File: config.mk
export PLATFORM = sky130hd
export DESIGN_NAME = gl_decode_flat
export DESIGN_NICKNAME = d
export VERILOG_FILES = /design/src/rtl/gl_decode_pkg.sv /design/src/rtl/gl_decode_if.sv /design/src/rtl/gl_decode_operand_buf.sv /design/src/rtl/gl_decode.sv /design/src/flat_wrapper.sv
export SDC_FILE = /design/constraint.sdc
export NUM_CORES = 1
export LEC_CHECK = 0
export CAP_MARGIN = 0
export CORE_ASPECT_RATIO = 0.5
export CORE_MARGIN = 2
export CORE_UTILIZATION = 45
export DETAILED_ROUTE_END_ITERATION = 7
export GPL_ROUTABILITY_DRIVEN = 0
export PLACE_DENSITY = 0.74
export SETUP_SLACK_MARGIN = 0.2
export SLEW_MARGIN = 20
export SYNTH_ARGS = -nofsm -noshare
export SYNTH_HDL_FRONTEND = slang
export SYNTH_SLANG_ARGS = --single-unit
export TNS_END_PERCENT = 20
File: constraint.sdc
create_clock -name clk -period 24.6 [get_ports clk]
set_input_delay 4.92 -clock clk [delete_from_list [all_inputs] [get_ports clk]]
set_output_delay 4.92 -clock clk [all_outputs]
set_load 0.05 [all_outputs]
File: src/rtl/gl_decode_pkg.sv
`default_nettype none
// ============================================================================
// Module : gl_decode_pkg
// Desc   : Opcode constants, decode states and opcode helper functions
//          shared by the gl_decode stage and its operand buffer.
// Rev    : 1.0
// ============================================================================
package gl_decode_pkg;

    localparam int c_CNT_W = 5;

    localparam logic [7:0] c_OP_NOP        = 8'h00;
    localparam logic [7:0] c_OP_VERTEX     = 8'h03;
    localparam logic [7:0] c_OP_COLOR      = 8'h04;
    localparam logic [7:0] c_OP_CTRL_11    = 8'h11;
    localparam logic [7:0] c_OP_LOADMATRIX = 8'h13;
    localparam logic [7:0] c_OP_CTRL_16    = 8'h16;
    localparam logic [7:0] c_OP_CTRL_17    = 8'h17;
    localparam logic [7:0] c_OP_CTRL_18    = 8'h18;
    localparam logic [7:0] c_OP_CTRL_19    = 8'h19;
    localparam logic [7:0] c_OP_CTRL_1A    = 8'h1A;

    typedef enum logic [1:0] {
        ST_IDLE = 2'd0,
        ST_READ = 2'd1,
        ST_OUT  = 2'd2
    } state_t;

    function automatic logic [c_CNT_W-1:0] op_count(input logic [7:0] op);
        case (op)
            c_OP_VERTEX,
            c_OP_COLOR:      op_count = 5'd3;
            c_OP_LOADMATRIX: op_count = 5'd16;
            default:         op_count = 5'd0;
        endcase
    endfunction

    function automatic logic op_known(input logic [7:0] op);
        case (op)
            c_OP_NOP, c_OP_VERTEX, c_OP_COLOR, c_OP_CTRL_11, c_OP_LOADMATRIX,
            c_OP_CTRL_16, c_OP_CTRL_17, c_OP_CTRL_18, c_OP_CTRL_19,
            c_OP_CTRL_1A: op_known = 1'b1;
            default:      op_known = 1'b0;
        endcase
    endfunction

endpackage
`default_nettype wire

File: src/rtl/gl_decode_if.sv
`default_nettype none
// ============================================================================
// Module : gl_decode_if
// Desc   : Packet handshake from gl_decode to the transform/execute stage.
// Rev    : 1.0
// ============================================================================
interface gl_decode_if
    import gl_decode_pkg::*;
#(
    parameter int WIDTH   = 32,
    parameter int MAX_OPS = 16
);
    logic                     out_valid;
    logic                     out_ready;
    logic [WIDTH-1:0]         out_inst;
    logic [c_CNT_W-1:0]       out_count;
    logic [MAX_OPS*WIDTH-1:0] out_operands;

    modport master (
        output out_valid,
        output out_inst,
        output out_count,
        output out_operands,
        input  out_ready
    );

    modport slave (
        input  out_valid,
        input  out_inst,
        input  out_count,
        input  out_operands,
        output out_ready
    );
endinterface
`default_nettype wire

File: src/rtl/gl_decode_operand_buf.sv
`default_nettype none
// ============================================================================
// Module : gl_operand_buf
// Desc   : MAX_OPS x WIDTH operand register file, indexed write, synchronous
//          clear and flat parallel read.
// Rev    : 1.0
// ============================================================================
module gl_operand_buf
    import gl_decode_pkg::*;
#(
    parameter int WIDTH   = 32,
    parameter int MAX_OPS = 16
) (
    input  logic                     clk,
    input  logic                     rst,
    input  logic                     i_clr,
    input  logic                     i_we,
    input  logic [c_CNT_W-1:0]       i_idx,
    input  logic [WIDTH-1:0]         i_data,
    output logic [MAX_OPS*WIDTH-1:0] o_flat
);

    for (genvar g = 0; g < MAX_OPS; g++) begin : g_slot
        logic [WIDTH-1:0] r_word;

        always_ff @(posedge clk or posedge rst) begin
            if (rst) begin
                r_word <= '0;
            end else if (i_clr) begin
                r_word <= '0;
            end else if (i_we && (i_idx == c_CNT_W'(g))) begin
                r_word <= i_data;
            end
        end

        assign o_flat[g*WIDTH +: WIDTH] = r_word;
    end

endmodule
`default_nettype wire

File: src/rtl/gl_decode.sv
`default_nettype none
// ============================================================================
// Module : gl_decode
// Desc   : GL command decode stage: captures fetched instructions, gathers
//          operand words from BRAM and emits one packet per command.
//          Optional sticky unknown-opcode flag under GL_DECODE_ERR_EN.
// Rev    : 1.0
// ============================================================================
module gl_decode
    import gl_decode_pkg::*;
#(
    parameter int WIDTH   = 32,
    parameter int MAX_OPS = 16
) (
    input  logic             clk,
    input  logic             reset,
    input  logic [WIDTH-1:0] inst_in,
    input  logic [WIDTH-1:0] bram_base,
    output logic [WIDTH-1:0] bram_addr,
    input  logic [WIDTH-1:0] bram_data,
    output logic             stall_out,
    gl_decode_if.master      out_if
`ifdef GL_DECODE_ERR_EN
    ,
    output logic             err
`endif
);

    state_t                   r_state;
    logic                     r_stall_q;
    logic                     r_hold;
    logic                     r_rd_vld;
    logic                     r_out_valid;
    logic [WIDTH-1:0]         r_inst;
    logic [WIDTH-1:0]         r_base;
    logic [WIDTH-1:0]         r_last_addr;
    logic [WIDTH-1:0]         r_out_inst;
    logic [c_CNT_W-1:0]       r_n;
    logic [c_CNT_W-1:0]       r_k;
    logic [c_CNT_W-1:0]       r_j;
    logic [c_CNT_W-1:0]       r_out_count;
`ifdef GL_DECODE_ERR_EN
    logic                     r_err;
`endif

    logic [7:0]               w_op;
    logic [c_CNT_W-1:0]       w_cnt;
    logic                     w_free;
    logic                     w_cap;
    logic                     w_issue;
    logic                     w_clr;
    logic [WIDTH-1:0]         w_addr;
    logic [MAX_OPS*WIDTH-1:0] w_ops;

    assign w_op    = inst_in[7:0];
    assign w_cnt   = op_count(w_op);
    assign w_free  = !r_out_valid || out_if.out_ready;
    // r_hold blocks the first edge after reset; r_stall_q drops the stale word after a stall
    assign w_cap   = (r_state == ST_IDLE) && !r_stall_q && !r_hold && w_free;
    assign w_issue = (r_state == ST_READ) && (r_k < r_n);
    assign w_addr  = r_base + (WIDTH'(r_k) << 2);
    assign w_clr   = w_cap && (w_op != c_OP_NOP);

    assign bram_addr = w_issue ? w_addr : r_last_addr;
    assign stall_out = (r_state != ST_IDLE)
                     || (w_cap && (w_cnt != '0))
                     || (r_out_valid && !out_if.out_ready);

    // Every accepted command starts from a zeroed buffer so short packets carry no leftovers
    gl_operand_buf #(
        .WIDTH   (WIDTH),
        .MAX_OPS (MAX_OPS)
    ) u_operand_buf (
        .clk    (clk),
        .rst    (reset),
        .i_clr  (w_clr),
        .i_we   (r_rd_vld),
        .i_idx  (r_j),
        .i_data (bram_data),
        .o_flat (w_ops)
    );

    always_ff @(posedge clk or posedge reset) begin
        if (reset) begin
            r_state     <= ST_IDLE;
            r_stall_q   <= 1'b0;
            r_hold      <= 1'b1;
            r_rd_vld    <= 1'b0;
            r_out_valid <= 1'b0;
            r_inst      <= '0;
            r_base      <= '0;
            r_last_addr <= '0;
            r_out_inst  <= '0;
            r_n         <= '0;
            r_k         <= '0;
            r_j         <= '0;
            r_out_count <= '0;
`ifdef GL_DECODE_ERR_EN
            r_err       <= 1'b0;
`endif
        end else begin
            r_hold    <= 1'b0;
            r_stall_q <= stall_out;
            r_rd_vld  <= w_issue;
            if (w_issue) begin
                r_k         <= r_k + 5'd1;
                r_last_addr <= w_addr;
            end

            case (r_state)
                ST_IDLE: begin
                    if (r_out_valid && out_if.out_ready) begin
                        r_out_valid <= 1'b0;
                    end
                    if (w_clr) begin
`ifdef GL_DECODE_ERR_EN
                        if (!op_known(w_op)) begin
                            r_err <= 1'b1;
                        end
`endif
                        if (w_cnt == '0) begin
                            r_out_valid <= 1'b1;
                            r_out_inst  <= inst_in;
                            r_out_count <= '0;
                        end else begin
                            r_inst  <= inst_in;
                            r_base  <= bram_base;
                            r_n     <= w_cnt;
                            r_k     <= '0;
                            r_j     <= '0;
                            r_state <= ST_READ;
                        end
                    end
                end

                ST_READ: begin
                    if (r_rd_vld) begin
                        r_j <= r_j + 5'd1;
                        if (r_j == (r_n - 5'd1)) begin
                            r_out_valid <= 1'b1;
                            r_out_inst  <= r_inst;
                            r_out_count <= r_n;
                            r_state     <= ST_OUT;
                        end
                    end
                end

                ST_OUT: begin
                    if (out_if.out_ready) begin
                        r_out_valid <= 1'b0;
                        r_state     <= ST_IDLE;
                    end
                end

                default: begin
                    r_state <= ST_IDLE;
                end
            endcase
        end
    end

    assign out_if.out_valid    = r_out_valid;
    assign out_if.out_inst     = r_out_inst;
    assign out_if.out_count    = r_out_count;
    assign out_if.out_operands = w_ops;
`ifdef GL_DECODE_ERR_EN
    assign err = r_err;
`endif

endmodule
`default_nettype wire

File: src/flat_wrapper.sv
// flat-port wrapper written by rule: the top's interface ports become plain ports
module gl_decode_flat import gl_decode_pkg::*;
#(
    parameter int WIDTH   = 32,
    parameter int MAX_OPS = 16
)
  (clk, reset, inst_in, bram_base, bram_addr, bram_data, stall_out, out_if_out_valid, out_if_out_inst, out_if_out_count, out_if_out_operands, out_if_out_ready);
  gl_decode_if #(.WIDTH(WIDTH), .MAX_OPS(MAX_OPS)) out_if_i ();
  input  logic clk;
  input  logic reset;
  input  logic [WIDTH-1:0] inst_in;
  input  logic [WIDTH-1:0] bram_base;
  output logic [WIDTH-1:0] bram_addr;
  input  logic [WIDTH-1:0] bram_data;
  output logic stall_out;
  output wire logic [$bits(out_if_i.out_valid)-1:0] out_if_out_valid;
  output wire logic [$bits(out_if_i.out_inst)-1:0] out_if_out_inst;
  output wire logic [$bits(out_if_i.out_count)-1:0] out_if_out_count;
  output wire logic [$bits(out_if_i.out_operands)-1:0] out_if_out_operands;
  input wire logic [$bits(out_if_i.out_ready)-1:0] out_if_out_ready;
  assign out_if_out_valid = out_if_i.out_valid;
  assign out_if_out_inst = out_if_i.out_inst;
  assign out_if_out_count = out_if_i.out_count;
  assign out_if_out_operands = out_if_i.out_operands;
  assign out_if_i.out_ready = out_if_out_ready;
  gl_decode #(.WIDTH(WIDTH), .MAX_OPS(MAX_OPS)) u_core (.clk(clk), .reset(reset), .inst_in(inst_in), .bram_base(bram_base), .bram_addr(bram_addr), .bram_data(bram_data), .stall_out(stall_out), .out_if(out_if_i));
endmodule
# Yosys cells after proc, flatten, opt, wreduce, memory -nomap -nowiden
# Cells that the tools add are included.
# word_totals
register_bits,666
out_inout_bits,583
# op_classes
addsub,4
magnitude_cmp,1
n_eq_ne,27
muxes,65
bitwise_logic,1
reduce_logical,61
# op_table
cell,n
$mux W32,37
$pmux W32 S2,1
$mux W5,11
$eq A5 B4 Y1 const B,8
$reduce_bool A2 Y1,18
$add A32 B7 Y32,1
$pmux W5 S2,3
$logic_and A1 B1 Y1,24
$eq A5 B3 Y1 const B,4
$add A5 B1 Y5 const B,2
$eq A5 B2 Y1 const B,2
$logic_not A5 Y1,2
$mux W2,5
$ne A2 B2 Y1 const B,5
$reduce_and A5 Y1,2
$eq A8 B2 Y1 const B,1
$eq A8 B3 Y1 const B,1
$eq A8 B5 Y1 const B,1
$reduce_and A4 Y1,2
$reduce_bool A8 Y1,1
$mux W1,6
$pmux W2 S3,1
$eq A5 B1 Y1 const B,1
$eq A5 B5 Y1,1
other kinds (14),19

# Depth between registers and ports, before layout
# logic_depth
depth_word,7
depth_mapped,9
ltp_nobuf,7

# Cells and area by module
# A second synthesis with hierarchy kept.
# unflattened
hier_cells,2463
area_unflattened_um2,29340.6
# by_module_without_submodules
mod,instances,cells_per_inst,area_per_inst_um2,seq_area_each_um2
gl_operand_buf,1,1773,22307.6,12812.3
gl_decode,1,690,7033.0,3704.8

# Worst setup path after synthesis
# Ideal clock, no wire load.
# synth_timing
kind,input port to output port
startpoint,in inst_in[3]
endpoint,out stall_out
t_arrival_ns,6.470
path_slack_ns,13.210
stages,6
path_cell_list,nor4_2 -> nand4_1 -> or2_2 -> clkbuf_1 -> clkbuf_1 -> nand3_1
# synth_via
elab_chain_len,7
word_cells_on_any_way,9
# synth_rtl
item,line_no,source
from (decl),flat_wrapper.sv:11,input logic [WIDTH-1:0] inst_in;
$eq A8 B2 Y1 / $eq A8 B3 Y1 (equally long branches),gl_decode_pkg.sv:30,case (op)
$reduce_or A2 Y1,gl_decode_pkg.sv:30,
$pmux W5 S2 *,gl_decode_pkg.sv:30,
$reduce_bool A5 Y1 *,gl_decode.sv:66,|| (w_cap && (w_cnt != '0))
$logic_and A1 B1 Y1 *,gl_decode.sv:66,
$logic_or A1 B1 Y1 *,gl_decode.sv:66,
$logic_or A1 B1 Y1 *,gl_decode.sv:67,|| (r_out_valid && !out_if.out_ready);
to (decl),flat_wrapper.sv:15,output logic stall_out;
# Every way passes the cells marked *; elsewhere a longest branch is shown, timed or not.

# Worst setup path in the final report
# layout_timing
startpoint,in inst_in[5]
endpoint,out stall_out
# The elaborated chain is that of the path after synthesis.

==> results.sh <==
export IMPL_syn_inst=3033
export IMPL_worst_slew_pin_slew_ps=1200
export IMPL_drtIter0Drc=2356
export IMPL_grt_pass1_vias=23056
export IMPL_setup_violations=0
export IMPL_path_class="input port to output pin"
export IMPL_io_buffers=679
export IMPL_vias=24536
export IMPL_vdd_drop_max_v=0.0000783
export IMPL_synth_most_common_cell="nand2_1"
export IMPL_syn2layout_area_growth_pct=33.6
export IMPL_finalHoldViolCount=0
export IMPL_ant_nets=0
export IMPL_rsz0062_at_grt="no"
export IMPL_cts_root_buf="clkbuf_16"
export IMPL_final_area_mm2=0.0366
export IMPL_holdPathStages=2
export IMPL_synth_edf_count=0
export IMPL_reg2reg_depth=7
export IMPL_power_total_mw=4.02
export IMPL_min_path_type="register to register"
export IMPL_drc_errors=0
export IMPL_yosysTopAreaCell="dfrtp_1"
export IMPL_wl_per_cell_um=22.7
export IMPL_drv_slew=0
export IMPL_synth_area_leaders="dfrtp_1 60%, nand2_1 17%, a21oi_1 9.5%"
export IMPL_antenna_found_initial=3
export IMPL_htree_levels=2
export IMPL_place_hpwl_um=67600
export IMPL_synth_top_cell_area_share_pct=60.1
export IMPL_yosysSeqAreaShare_pct=60.2
export IMPL_drv_cap=0
export IMPL_synthTopCellsByCount="1246 x nand2_1, 659 x dfrtp_1, 521 x a21oi_1, 247 x clkbuf_1, 67 x mux2_2"
export IMPL_grt_max_degree=171
export IMPL_dr_pass1_iters=6
export IMPL_dr_wl_met2_um=47500
export IMPL_cts_resized=0
export IMPL_clock_latency_ps=620
export IMPL_post_cts_buffers=0
export IMPL_slew_headroom_pct=19.4
export IMPL_drt_total_wl_um=100000
export IMPL_routed_via_density=5.55
export IMPL_fin_crit_ps=12820
export IMPL_finalNetCount=3679
export IMPL_clk_pin_slew_worst_paths_ps=60
export IMPL_cts_sinks=660
export IMPL_numCtsBuffers=58
export IMPL_fin_worst_skew_ps=28.9
export IMPL_tns_ps=0
export IMPL_drt_met1_wl_um=37300
export IMPL_cts_buffer_depth=3
export IMPL_fill_cells=5149
export IMPL_fp_dieArea_mm2=0.0631
export IMPL_core_mm2=0.0597
export IMPL_place_area_mm2=0.0347
export IMPL_power_density_mw_per_mm2=110
export IMPL_ctsHoldBuffers=0
export IMPL_die_y_um=179
export IMPL_die_w_um=353
export IMPL_std_cell_rows=63
export IMPL_overflow=0
export IMPL_syn_area_per_cell_um2=9.04
export IMPL_synth_flop_cell="dfrtp_1"
export IMPL_dr_max_layer_used="met4"
export IMPL_cts_tree="yes"
export IMPL_ys_seq_elements=660
export IMPL_syn_area_mm2=0.0274
export IMPL_start_kind="input port"
export IMPL_period_share_pct=52.1
export IMPL_grt_pass1_wl_um=147000
export IMPL_cp_data_required_time_ps=19680
export IMPL_grt_usage_pct=31.0
export IMPL_start_util_pct=45.9
export IMPL_status="finished, final reports clean"
export IMPL_timing_fmax_mhz=78.0
export IMPL_wl_met3_um=6640
export IMPL_drive_above_1_share_pct=6.54
export IMPL_ioPinCount=682
export IMPL_async_reset_ff_share_pct=100
export IMPL_critPathMaxFanout=32
export IMPL_critPathCaptureType="output pin"
export IMPL_synth_cell_type_count=59
export IMPL_leakagePower_nw=15.9
export IMPL_cp_arrival_ps=7900
export IMPL_yosysWarnings=0
-- layer usage --
metal  track usage (%)  vias up
met4              22.1        0
li1                  -    10814
met5                 0        -
met1              38.4    12151
met3              4.83      394
met2              50.5     1177
-- registers in the layout, summed over array words and instances (netlist names) --
register,flops
u_core.u_operand_buf.g_slot.r_word,512
u_core.out_if.out_inst,32
u_core.r_base,32
u_core.r_inst,32
u_core.r_last_addr,32
u_core.r_j,5
u_core.r_k,5
u_core.out_if.out_count,2
u_core.r_n,2
u_core.r_state,2
u_core.out_if.out_valid,1
u_core.r_hold,1
u_core.r_rd_vld,1
u_core.r_stall_q,1
-- cells in the final DEF, fill, tap and decap left out, types with 4 or more instances in the layout --
| master | n |
|---|---|
| and2_1 | 6 |
| or4_1 | 4 |
| and3_1 | 10 |
| dfrtp_1 | 659 |
| buf_2 | 4 |
| inv_1 | 22 |
| a21oi_1 | 521 |
| o21ai_0 | 32 |
| o21ai_1 | 4 |
| nand2_1 | 1246 |
| clkdlybuf4s50_1 | 675 |
| buf_4 | 48 |
| nand2b_1 | 6 |
| mux2_2 | 67 |
| a21o_1 | 4 |
| clkbuf_8 | 13 |
| nor3b_2 | 4 |
| xnor2_1 | 12 |
| nand4_1 | 9 |
| nor2b_1 | 4 |
| nor3_1 | 8 |
| clkbuf_1 | 24 |
| a211o_1 | 4 |
| bufinv_16 | 4 |
| xor2_1 | 12 |
| nor2_2 | 9 |
| nor2_1 | 16 |
| clkbuf_16 | 59 |
| or2_2 | 5 |
| nand4b_1 | 5 |
| ha_1 | 17 |
| a221o_1 | 5 |
| or3_1 | 4 |
| nor3b_1 | 4 |
| nand3_1 | 19 |
-- cell type report --
type | instances | area [um^2] | share of cell area [%]
inverter | 23 | 98.8 | 0.270
antenna | 3 | 7.51 | 0.0205
sequential | 660 | 16500 | 45.1
timing repair buffer | 732 | 7220 | 19.7
clock inverter | 10 | 161 | 0.440
clock buffer | 96 | 1750 | 4.76
tap | 812 | 1020 | 2.77
multi-input combinational | 2086 | 9880 | 27.0
-- where the power goes --
| part | internal (mW) | switching, mW | leakage, nW | total [mW] |
|---|---|---|---|---|
| Clock | 0.524 | 0.416 | 0.918 | 0.940 |
| Combinational | 0.521 | 1.16 | 6.02 | 1.68 |
| Sequential | 1.28 | 0.121 | 8.95 | 1.40 |
| Total | 2.33 | 1.69 | 15.9 | 4.02 |
-- stage by stage --
stage               cells  hold WS, ps  setup slack (ps)  util (%)
floorplan            3035          440              1190         -
global placement     4312          452             11730      58.1
detailed placement   4313          460             11790      58.1
CTS                  4419          477             11790      61.3
global route         4421          499             11620      61.3
finish               4422          473             11780      61.3
-- critical path, stage by stage --
cell and delay (ps):
clkdlybuf4s50_1 450, nor4_2 380, nand4_1 310, or2_2 630
buf_12 270, nand3_1 110, clkdlybuf4s50_1 820
-- kinds of logic (layout without fill, tap and decap cells) --
| family | after synthesis | after routing | synth area share [%] |
|---|---|---|---|
| and+or+nand+nor | 1381 | 1381 | 20.0 |
| buffers and inverters | 289 | 861 | 4.08 |
| muxes | 70 | 70 | 2.86 |
| other | 1 | 6 | 0.0137 |
| adders and majority gates | 19 | 19 | 0.894 |
| DFF | 660 | 660 | 60.2 |
| AOI/OAI and AO/OA | 589 | 589 | 11.2 |
| xor gates and xnor gates | 24 | 24 | 0.766 |
-- path summary, 6_finish.rpt --
| path | startpoint | to | slack (ps) |
|---|---|---|---|
| worst max-delay path | inst_in[5] | stall_out | 11780 |
| worst min-delay path | u_core.r_last_addr[5] | u_core.r_last_addr[5] | 470 |
| worst max register to register | u_core.r_state[0] | u_core.u_operand_buf.g_slot[14].r_word[6] | 20910 |
| worst min register to register | u_core.r_last_addr[5] | u_core.r_last_addr[5] | 470 |
| max in group asynchronous | reset | u_core.u_operand_buf.g_slot[6].r_word[6] | 17510 |
| min in group asynchronous | reset | u_core.out_if.out_inst[4] | 4900 |
(Power assumes the default switching activity.)
